===== config.mk =====
export PLATFORM = sky130hd
export DESIGN_NAME = stuff_writer
export DESIGN_NICKNAME = d
export VERILOG_FILES = /design/src/rtl/stuff_writer.sv
export SDC_FILE = /design/constraint.sdc
export NUM_CORES = 1
export LEC_CHECK = 0
export BUFFER_PORTS_ARGS = -buffer_cell sky130_fd_sc_hd__buf_2
export CAP_MARGIN = 20
export CORE_ASPECT_RATIO = 1.5
export CORE_UTILIZATION = 65
export CTS_BUF_LIST = sky130_fd_sc_hd__clkbuf_4
export DETAILED_ROUTE_END_ITERATION = 6
export GPL_ROUTABILITY_DRIVEN = 0
export PLACE_DENSITY_LB_ADDON = 0.05
export SKIP_LAST_GASP = 1
export SLEW_MARGIN = 40
export SYNTH_ARGS = -nofsm -noshare
export SYNTH_HDL_FRONTEND = slang
export SYNTH_SLANG_ARGS = --single-unit
export TNS_END_PERCENT = 30

===== constraint.sdc =====
create_clock -name clock -period 9 [get_ports clock]
set_input_delay 1.8 -clock clock [delete_from_list [all_inputs] [get_ports clock]]
set_output_delay 1.8 -clock clock [all_outputs]
set_load 0.1 [all_outputs]

===== src/rtl/stuff_writer.sv =====
// Inventory record store for the vending machine: applies vend/restock/bulk-load updates
// and streams a frozen snapshot of all records to a ready/valid sink on request.
module stuff_writer #(
  parameter int NUM_ITEMS = 8,
  parameter int WIDTH     = 11,
  parameter int CNT_MAX   = 15
) (
  input  logic                       clock,
  input  logic                       reset_n,
  input  logic                       load_en,
  input  logic [NUM_ITEMS*WIDTH-1:0] load_data,
  input  logic                       vend_en,
  input  logic [$clog2(NUM_ITEMS)-1:0] vend_idx,
  output logic                       vend_ok,
  output logic                       vend_fail,
  input  logic                       restock_en,
  input  logic [$clog2(NUM_ITEMS)-1:0] restock_idx,
  input  logic [3:0]                 restock_qty,
  input  logic                       dump_start,
  output logic                       dump_busy,
  output logic                       out_valid,
  input  logic                       out_ready,
  output logic [WIDTH-1:0]           out_data,
  output logic [$clog2(NUM_ITEMS)-1:0] out_idx,
  output logic                       out_last,
  output logic                       dump_done
);

  localparam int IDX_W = $clog2(NUM_ITEMS);
  localparam int CNT_W = 4;
  localparam logic [CNT_W:0]   SAT  = (CNT_W+1)'(CNT_MAX);
  localparam logic [IDX_W-1:0] LAST = IDX_W'(NUM_ITEMS - 1);

  typedef enum logic [1:0] {IDLE, DUMP, DONE} state_t;

  state_t                  state, state_next;
  logic [IDX_W-1:0]        idx, idx_next;
  logic                    snap_load;
  logic [WIDTH-1:0]        rec      [NUM_ITEMS];
  logic [WIDTH-1:0]        rec_next [NUM_ITEMS];
  logic [WIDTH-1:0]        snap     [NUM_ITEMS];
  logic [CNT_W-1:0]        cnt;
  logic                    ok_next, fail_next;

  function automatic logic [CNT_W-1:0] sat_add(input logic [CNT_W-1:0] a,
                                                input logic [CNT_W-1:0] b);
    logic [CNT_W:0] s;
    s = {1'b0, a} + {1'b0, b};
    if (s > SAT) return SAT[CNT_W-1:0];
    return s[CNT_W-1:0];
  endfunction

  // Restock is folded in before vend so a same-index pair vends from the restocked count.
  always_comb begin
    rec_next  = rec;
    cnt       = '0;
    ok_next   = 1'b0;
    fail_next = 1'b0;
    for (int i = 0; i < NUM_ITEMS; i++) begin
      cnt = rec[i][CNT_W-1:0];
      if (restock_en && restock_idx == IDX_W'(i))
        cnt = sat_add(cnt, restock_qty);
      if (vend_en && vend_idx == IDX_W'(i)) begin
        if (cnt != '0) begin
          cnt     = cnt - 1'b1;
          ok_next = 1'b1;
        end else begin
          fail_next = 1'b1;
        end
      end
      rec_next[i] = {rec[i][WIDTH-1:CNT_W], cnt};
    end
    if (load_en) begin
      for (int i = 0; i < NUM_ITEMS; i++)
        rec_next[i] = load_data[i*WIDTH +: WIDTH];
      ok_next   = 1'b0;
      fail_next = 1'b0;
    end
  end

  always_comb begin
    state_next = state;
    idx_next   = idx;
    snap_load  = 1'b0;
    case (state)
      IDLE: if (dump_start) begin
        state_next = DUMP;
        idx_next   = '0;
        snap_load  = 1'b1;
      end
      DUMP: if (out_ready) begin
        if (idx == LAST) state_next = DONE;
        else             idx_next   = idx + 1'b1;
      end
      DONE: begin
        state_next = IDLE;
        idx_next   = '0;
      end
      default: state_next = IDLE;
    endcase
  end

  always_ff @(posedge clock or negedge reset_n) begin
    if (!reset_n) begin
      state     <= IDLE;
      idx       <= '0;
      vend_ok   <= 1'b0;
      vend_fail <= 1'b0;
      for (int i = 0; i < NUM_ITEMS; i++) begin
        rec[i]  <= '0;
        snap[i] <= '0;
      end
    end else begin
      state     <= state_next;
      idx       <= idx_next;
      vend_ok   <= ok_next;
      vend_fail <= fail_next;
      for (int i = 0; i < NUM_ITEMS; i++) begin
        rec[i] <= rec_next[i];
        // Snapshot takes the pre-update values of the dump_start cycle.
        if (snap_load) snap[i] <= rec[i];
      end
    end
  end

  assign out_valid = (state == DUMP);
  assign out_data  = out_valid ? snap[idx] : '0;
  assign out_idx   = out_valid ? idx : '0;
  assign out_last  = out_valid && (idx == LAST);
  assign dump_done = (state == DONE);
  assign dump_busy = (state != IDLE);

endmodule


==> results of run 1 <==
worst paths after layout:
kind | slack, ps | from | end | depth (start not counted)
min in group asynchronous | 1040 | reset_n | rec[86] | 1
setup reg to reg | 5450 | rec[44] | rec[45] | 11
setup / recovery | 4500 | restock_qty[0] | rec[45] | 12
hold reg to reg | 500 | state[1] | state[0] | 1
max in group asynchronous | 6570 | reset_n | rec[12] | 3
hold / removal | 500 | state[1] | state[0] | 1
state kept, by name, summed over array words and instances (netlist names):
register and flops:
idx 3, snap 88, vend_fail 1, state 2, vend_ok 1, rec 88
per-layer routing:
layer  wire length (um)  part of all wire
met5                  0                 0
met1               9190              0.38
met3               1180             0.049
met2              12800              0.53
met4                781             0.033
layout make-up:
class                   count  area (sq um)  share of cell area
multi-input cells         620          5320               0.471
flip-flops and latches    183          4580               0.406
repair buffers            129           698              0.0619
well taps                 199           249              0.0221
clock inverters            15           213              0.0189
clock buffers              17           128              0.0113
inverters                  25          93.8             0.00832
diodes                      1          2.50            0.000222
synth_stat cells (4+ instances only):
library cell / number
o21bai_1: 6
nand4b_1: 4
nor2_1: 44
nand4_1: 4
buf_2: 8
nor3_1: 16
inv_1: 24
o22ai_1: 7
or3_1: 8
nand3_1: 8
mux2_2: 152
mux2i_1: 4
xor2_1: 4
or2_2: 7
nand2b_1: 7
and3_1: 9
dfrtp_1: 183
a21oi_1: 48
o21a_1: 4
xnor2_1: 7
fa_1: 8
and2_1: 5
buf_1: 4
a31oi_1: 10
mux4_2: 22
o21ai_0: 35
ha_1: 42
clkbuf_1: 24
a21o_1: 13
nor2b_1: 7
o2bb2ai_1: 5
a211oi_1: 12
nand2_1: 63
power by group:
| part | switching, mW | leakage [nW] | internal, mW |
|---|---|---|---|
| combinational | 0.914 | 2.68 | 0.545 |
| sequential | 0.175 | 2.19 | 1.06 |
| clock | 0.313 | 0.181 | 0.207 |
| total | 1.40 | 5.06 | 1.81 |
critical path: cells and delay by family:
family | cells | cell delay (ps)
adder cells (fa/ha/maj) | 3 | 970
AND/OR/NAND/NOR | 3 | 890
AO/OA/AOI/OAI | 4 | 770
multiplexers | 1 | 360
buffers and inverters | 1 | 200
placed cells by master, fill, tap and decap left out, types with 4 or more instances in the layout:
master,n
buf_2,122
o21ai_0,35
nor3_1,16
and3_1,9
mux2_2,152
a31oi_1,10
o2bb2ai_1,5
fa_1,8
or2_2,7
clkbuf_4,17
xor2_1,4
nand2_1,63
a21oi_1,48
ha_1,42
nor2b_1,7
mux4_2,22
dfrtp_1,182
xnor2_1,7
nand3_1,8
o22ai_1,7
and2_1,5
a211oi_1,12
inv_1,24
nand2b_1,7
nand4_1,4
inv_6,5
o21a_1,4
a21o_1,13
o21bai_1,6
or3_1,8
nand4b_1,4
mux2i_1,4
nor2_1,43
logic make-up after synthesis:
group,synth area share
adder cells (fa/ha/maj),0.0675
XOR/XNOR,0.00948
multiplexers,0.221
flip-flops,0.451
buffers and inverters,0.0265
AND/OR/NAND/NOR,0.112
AO/OA/AOI/OAI,0.113
==> flow_metrics.env, run 1 <==
export IMPL_status="finished, final reports clean"
export IMPL_postSynthRegisterBits=183
export IMPL_synthTopCellsByArea="dfrtp_1 45%, mux2_2 17%, ha_1 5.2%"
export IMPL_final_util=0.742
export IMPL_tns_ps=0
export IMPL_fp_coreArea_sq_um=15200
export IMPL_yosysWarnings=0
export IMPL_p_per_area_nw_per_um2=285
export IMPL_drt_wl_total_mm=23.9
export IMPL_grt_remaining_overflow=0
export IMPL_criticalPathCategory="in2reg"
export IMPL_cts_hold_buf=0
export IMPL_worstMarginPinSlew_ps=817
export IMPL_dp_hpwl_mm=17.4
export IMPL_cp_start_kind="primary input"
export IMPL_dieArea_sq_um=16100
export IMPL_period_needed_ps=4500
export IMPL_numPortBuffers=124
export IMPL_fmax_ghz=0.222
export IMPL_hp_class="reg2reg"
export IMPL_ant_nets=0
export IMPL_cts_tree="done"
export IMPL_fillCellCount=1044
export IMPL_critical_path_max_stage_delay_ps=660
export IMPL_die_h_um=155
export IMPL_setup_violations=0
export IMPL_htreeDepth=4
export IMPL_synth_top_area_share=0.451
export IMPL_maxCapViolCount=0
export IMPL_drive_above_1_share=0.364
export IMPL_synth_edf_count=0
export IMPL_critPathMostFrequentCell="ha_1"
export IMPL_root_buffer="clkbuf_4"
export IMPL_viasPerCell=6.28
export IMPL_grt_met2_usage=0.554
export IMPL_skew_ps=19.0
export IMPL_grt_max_degree=105
export IMPL_stdcell_area_sq_um=11300
export IMPL_clk_pin_slew_ps=150
export IMPL_maxSlewHeadroom=0.456
export IMPL_finalPower_mw=3.22
export IMPL_drv_slew=0
export IMPL_cp_slowest_cell="or4b_2"
export IMPL_synth_area_per_cell_sq_um=11.7
export IMPL_drc=0
export IMPL_ys_flop_type="dfrtp_1"
export IMPL_cts_buffer_depth=2
export IMPL_syn_to_final_growth_pct=11.1
export IMPL_place_inst=1155
export IMPL_netlist_area_sq_um=10200
export IMPL_grt_antenna_before_repair=1
export IMPL_cts_sinks=183
export IMPL_rsz0062_at_grt="false"
export IMPL_path_cells="buf_2 -> ha_1 -> fa_1 -> a21o_1 -> nand2_1 -> nand3_1 -> o22ai_1 -> ha_1 -> or4b_2 -> o211ai_4 -> mux2_2 -> o21ai_0"
export IMPL_synthCells=867
export IMPL_grt_pass1_vias=7871
export IMPL_timing_final_ws_setup_ps=4500
export IMPL_drtIter0Drc=399
export IMPL_synth_nets=1022
export IMPL_power_leakage_nw=5.06
export IMPL_cts_setup_buffers=0
export IMPL_synth_largest_area_cell="dfrtp_1"
export IMPL_firstDrtPassIters=5
export IMPL_period_share=0.501
export IMPL_start_util=0.668
export IMPL_wl_per_cell_um=20.1
export IMPL_critPathMaxFanout=8
export IMPL_grt_first_pass_wirelength_mm=38.9
export IMPL_busiest_layer="met2"
export IMPL_insertion_delay_ps=600
export IMPL_hold_viol_final=0
export IMPL_io_pins=125
export IMPL_vias=7462
export IMPL_yosysSeqAreaShare=0.451
export IMPL_ir_worst_vdd_mv=0.465
export IMPL_fin_nets=1131
export IMPL_dieWidth_um=104
export IMPL_end_kind="flip-flop"
export IMPL_std_cell_rows=55
export IMPL_synth_cell_types=73
export IMPL_use_met3=0.0519
export IMPL_use_met1=0.367
export IMPL_worst_hold_slack_ps=500
export IMPL_fin_cells=1189
export IMPL_cts_resized=0
export IMPL_async_flop_share=1.00
export IMPL_grt_usage=0.311
export IMPL_critical_path_required_ps=9500
export IMPL_cp_arrival_ps=5000
export IMPL_place_ws_ps=3960
export IMPL_cts_buffers=17
export IMPL_placed_area_sq_um=10900
Note: power is estimated with default switching activity, not from simulation.
==> run 2, diff against run 1 <==
--- a/config.mk
+++ b/config.mk
@@ -8,7 +8,7 @@
 export BUFFER_PORTS_ARGS = -buffer_cell sky130_fd_sc_hd__buf_2
 export CAP_MARGIN = 20
 export CORE_ASPECT_RATIO = 1.5
-export CORE_UTILIZATION = 65
+export CORE_UTILIZATION = 61
 export CTS_BUF_LIST = sky130_fd_sc_hd__clkbuf_4
 export DETAILED_ROUTE_END_ITERATION = 6
 export GPL_ROUTABILITY_DRIVEN = 0
==> constraint.sdc (replaced) <==
create_clock -name clock -period 4.4 [get_ports clock]
set_input_delay 0.88 -clock clock [delete_from_list [all_inputs] [get_ports clock]]
set_output_delay 0.88 -clock clock [all_outputs]
set_load 0.1 [all_outputs]
==> flow_metrics.env, run 2 (synthesis gave the netlist of run 1 again) <==
export IMPL_fp_coreArea_sq_um=16300
export IMPL_numPortBuffers=124
export IMPL_drv_slew=0
export IMPL_reg2reg_to="vend_ok"
export IMPL_dp_hpwl_mm=17.7
export IMPL_io_pins=125
export IMPL_cpLargestDelayFamily="buffers and inverters"
export IMPL_grt_first_pass_wirelength_mm=39.1
export IMPL_wl_per_cell_um=19.9
export IMPL_viasPerCell=6.15
export IMPL_grt_antenna_before_repair=1
export IMPL_cp_slowest_cell="dfrtp_1"
export IMPL_critical_path_max_stage_delay_ps=650
export IMPL_cts_sinks=183
export IMPL_period_needed_ps=3670
export IMPL_firstDrtPassIters=7
export IMPL_insertion_delay_ps=580
export IMPL_grt_usage=0.298
export IMPL_violations="design-rule violations"
export IMPL_rsz0062_at_grt="false"
export IMPL_final_common_cell="dfrtp_1"
export IMPL_cp_start_kind="flip-flop"
export IMPL_period_share=0.833
export IMPL_std_cell_rows=57
export IMPL_drt_wl_total_mm=23.9
export IMPL_skew_ps=37.5
export IMPL_largest_registers="rec x88, snap x88, idx x3"
export IMPL_fin_nets=1139
export IMPL_final_cell_mix="183 x dfrtp_1, 152 x mux2_2, 122 x buf_2"
export IMPL_ir_worst_vdd_mv=0.862
export IMPL_cts_tree="done"
export IMPL_cts_setup_buffers=0
export IMPL_dieArea_sq_um=17200
export IMPL_grt_max_degree=89
export IMPL_cp_arrival_ps=2790
export IMPL_dieWidth_um=107
export IMPL_cts_buffers=17
export IMPL_reg2reg_slack_ps=870
export IMPL_hp_class="in2async"
export IMPL_die_h_um=160
export IMPL_criticalPathCategory="reg2out"
export IMPL_htreeDepth=4
export IMPL_clk_pin_slew_ps=150
export IMPL_ant_nets=0
export IMPL_worstMarginPinSlew_ps=805
export IMPL_grt_remaining_overflow=0
export IMPL_hold_viol_final=0
export IMPL_syn_to_final_growth_pct=11.1
export IMPL_fmax_ghz=0.273
export IMPL_p_per_area_nw_per_um2=575
export IMPL_maxCapViolCount=0
export IMPL_critPathBufInv=2
export IMPL_critical_path_required_ps=3520
export IMPL_vias=7406
export IMPL_cts_hold_buf=0
export IMPL_r2r_start="rec[44]"
export IMPL_maxSlewHeadroom=0.464
export IMPL_status="finished with violations"
export IMPL_setup_violations=0
export IMPL_tns_ps=0
export IMPL_drtIter0Drc=470
export IMPL_critPathMaxFanout=19
export IMPL_r2r_cells=11
export IMPL_grt_pass1_vias=7884
export IMPL_cts_resized=0
export IMPL_start_util=0.625
export IMPL_cts_buffer_depth=2
export IMPL_finalPower_mw=6.49
export IMPL_end_kind="primary output"
export IMPL_drive_above_1_share=0.368
export IMPL_root_buffer="clkbuf_4"
export IMPL_power_leakage_nw=5.07
export IMPL_drc=6
export IMPL_path_cells="buf_4 -> mux4_2 -> nand2_1 -> a21oi_1 -> buf_2"
[run 2: changes by cell type in the layout (fill, tap and decap cells not counted), sizes merged]
cell	previous run	this run
clkinvlp	0	1
bufinv	3	2
clkinv	5	6
buf	129	137
inv	32	31
[run 2: where the power goes]
group / internal [mW] / switching [mW] / leakage [nW]
sequential: 2.17 / 0.326 / 2.20
combinational: 1.12 / 1.90 / 2.71
clock: 0.352 / 0.615 / 0.160
[run 2: through the flow]
step / hold slack, ps / area [sq um] / util / instances / worst slack (ps)
floorplan: 444 / 10200 / - / 867 / 752
global route: 277 / 11300 / 0.694 / 1204 / 489
global placement: 464 / 11000 / 0.676 / 1171 / 470
CTS: 282 / 11300 / 0.694 / 1203 / 625
finish: 278 / 11300 / 0.694 / 1204 / 733
detailed placement: 491 / 11000 / 0.676 / 1171 / 335
[run 2: worst register-to-register path, cell delays in order (launching register included)]
cell and delay (ps):
dfrtp_1 490, ha_1 250, fa_1 410, a21o_1 170, nand2_1 80, nand3_1 140
o22ai_1 290, ha_1 310, or4b_2 650, o211ai_4 150, nand4b_4 120, o41a_1 370
[run 2: layout make-up]
class	count	area, sq um
Antenna cell	1	2.50
Clock buffer	17	128
Clock inverter	15	164
Fill cell	1244	4970
Inverter	25	93.8
Multi-Input combinational cell	620	5320
Sequential cell	183	4580
Tap cell	206	258
Timing Repair Buffer	137	743
[run 2: layer usage]
| metal | share of wire | global-route usage |
|---|---|---|
| met1 | 0.39 | 0.356 |
| met5 | 0 | 0 |
| met3 | 0.045 | 0.0547 |
| met2 | 0.52 | 0.514 |
| met4 | 0.045 | 0.143 |
[run 2: worst max path at each step]
stage | start | end | slack [ps] | depth (start not counted)
finish | idx[0] | out_data[8] | 730 | 5
global route | idx[0] | out_data[7] | 490 | 5
CTS | idx[0] | out_data[7] | 630 | 5
detailed placement | restock_qty[0] | vend_ok | 330 | 12
global placement | restock_qty[0] | vend_ok | 470 | 12
floorplan | restock_qty[0] | vend_ok | 750 | 11
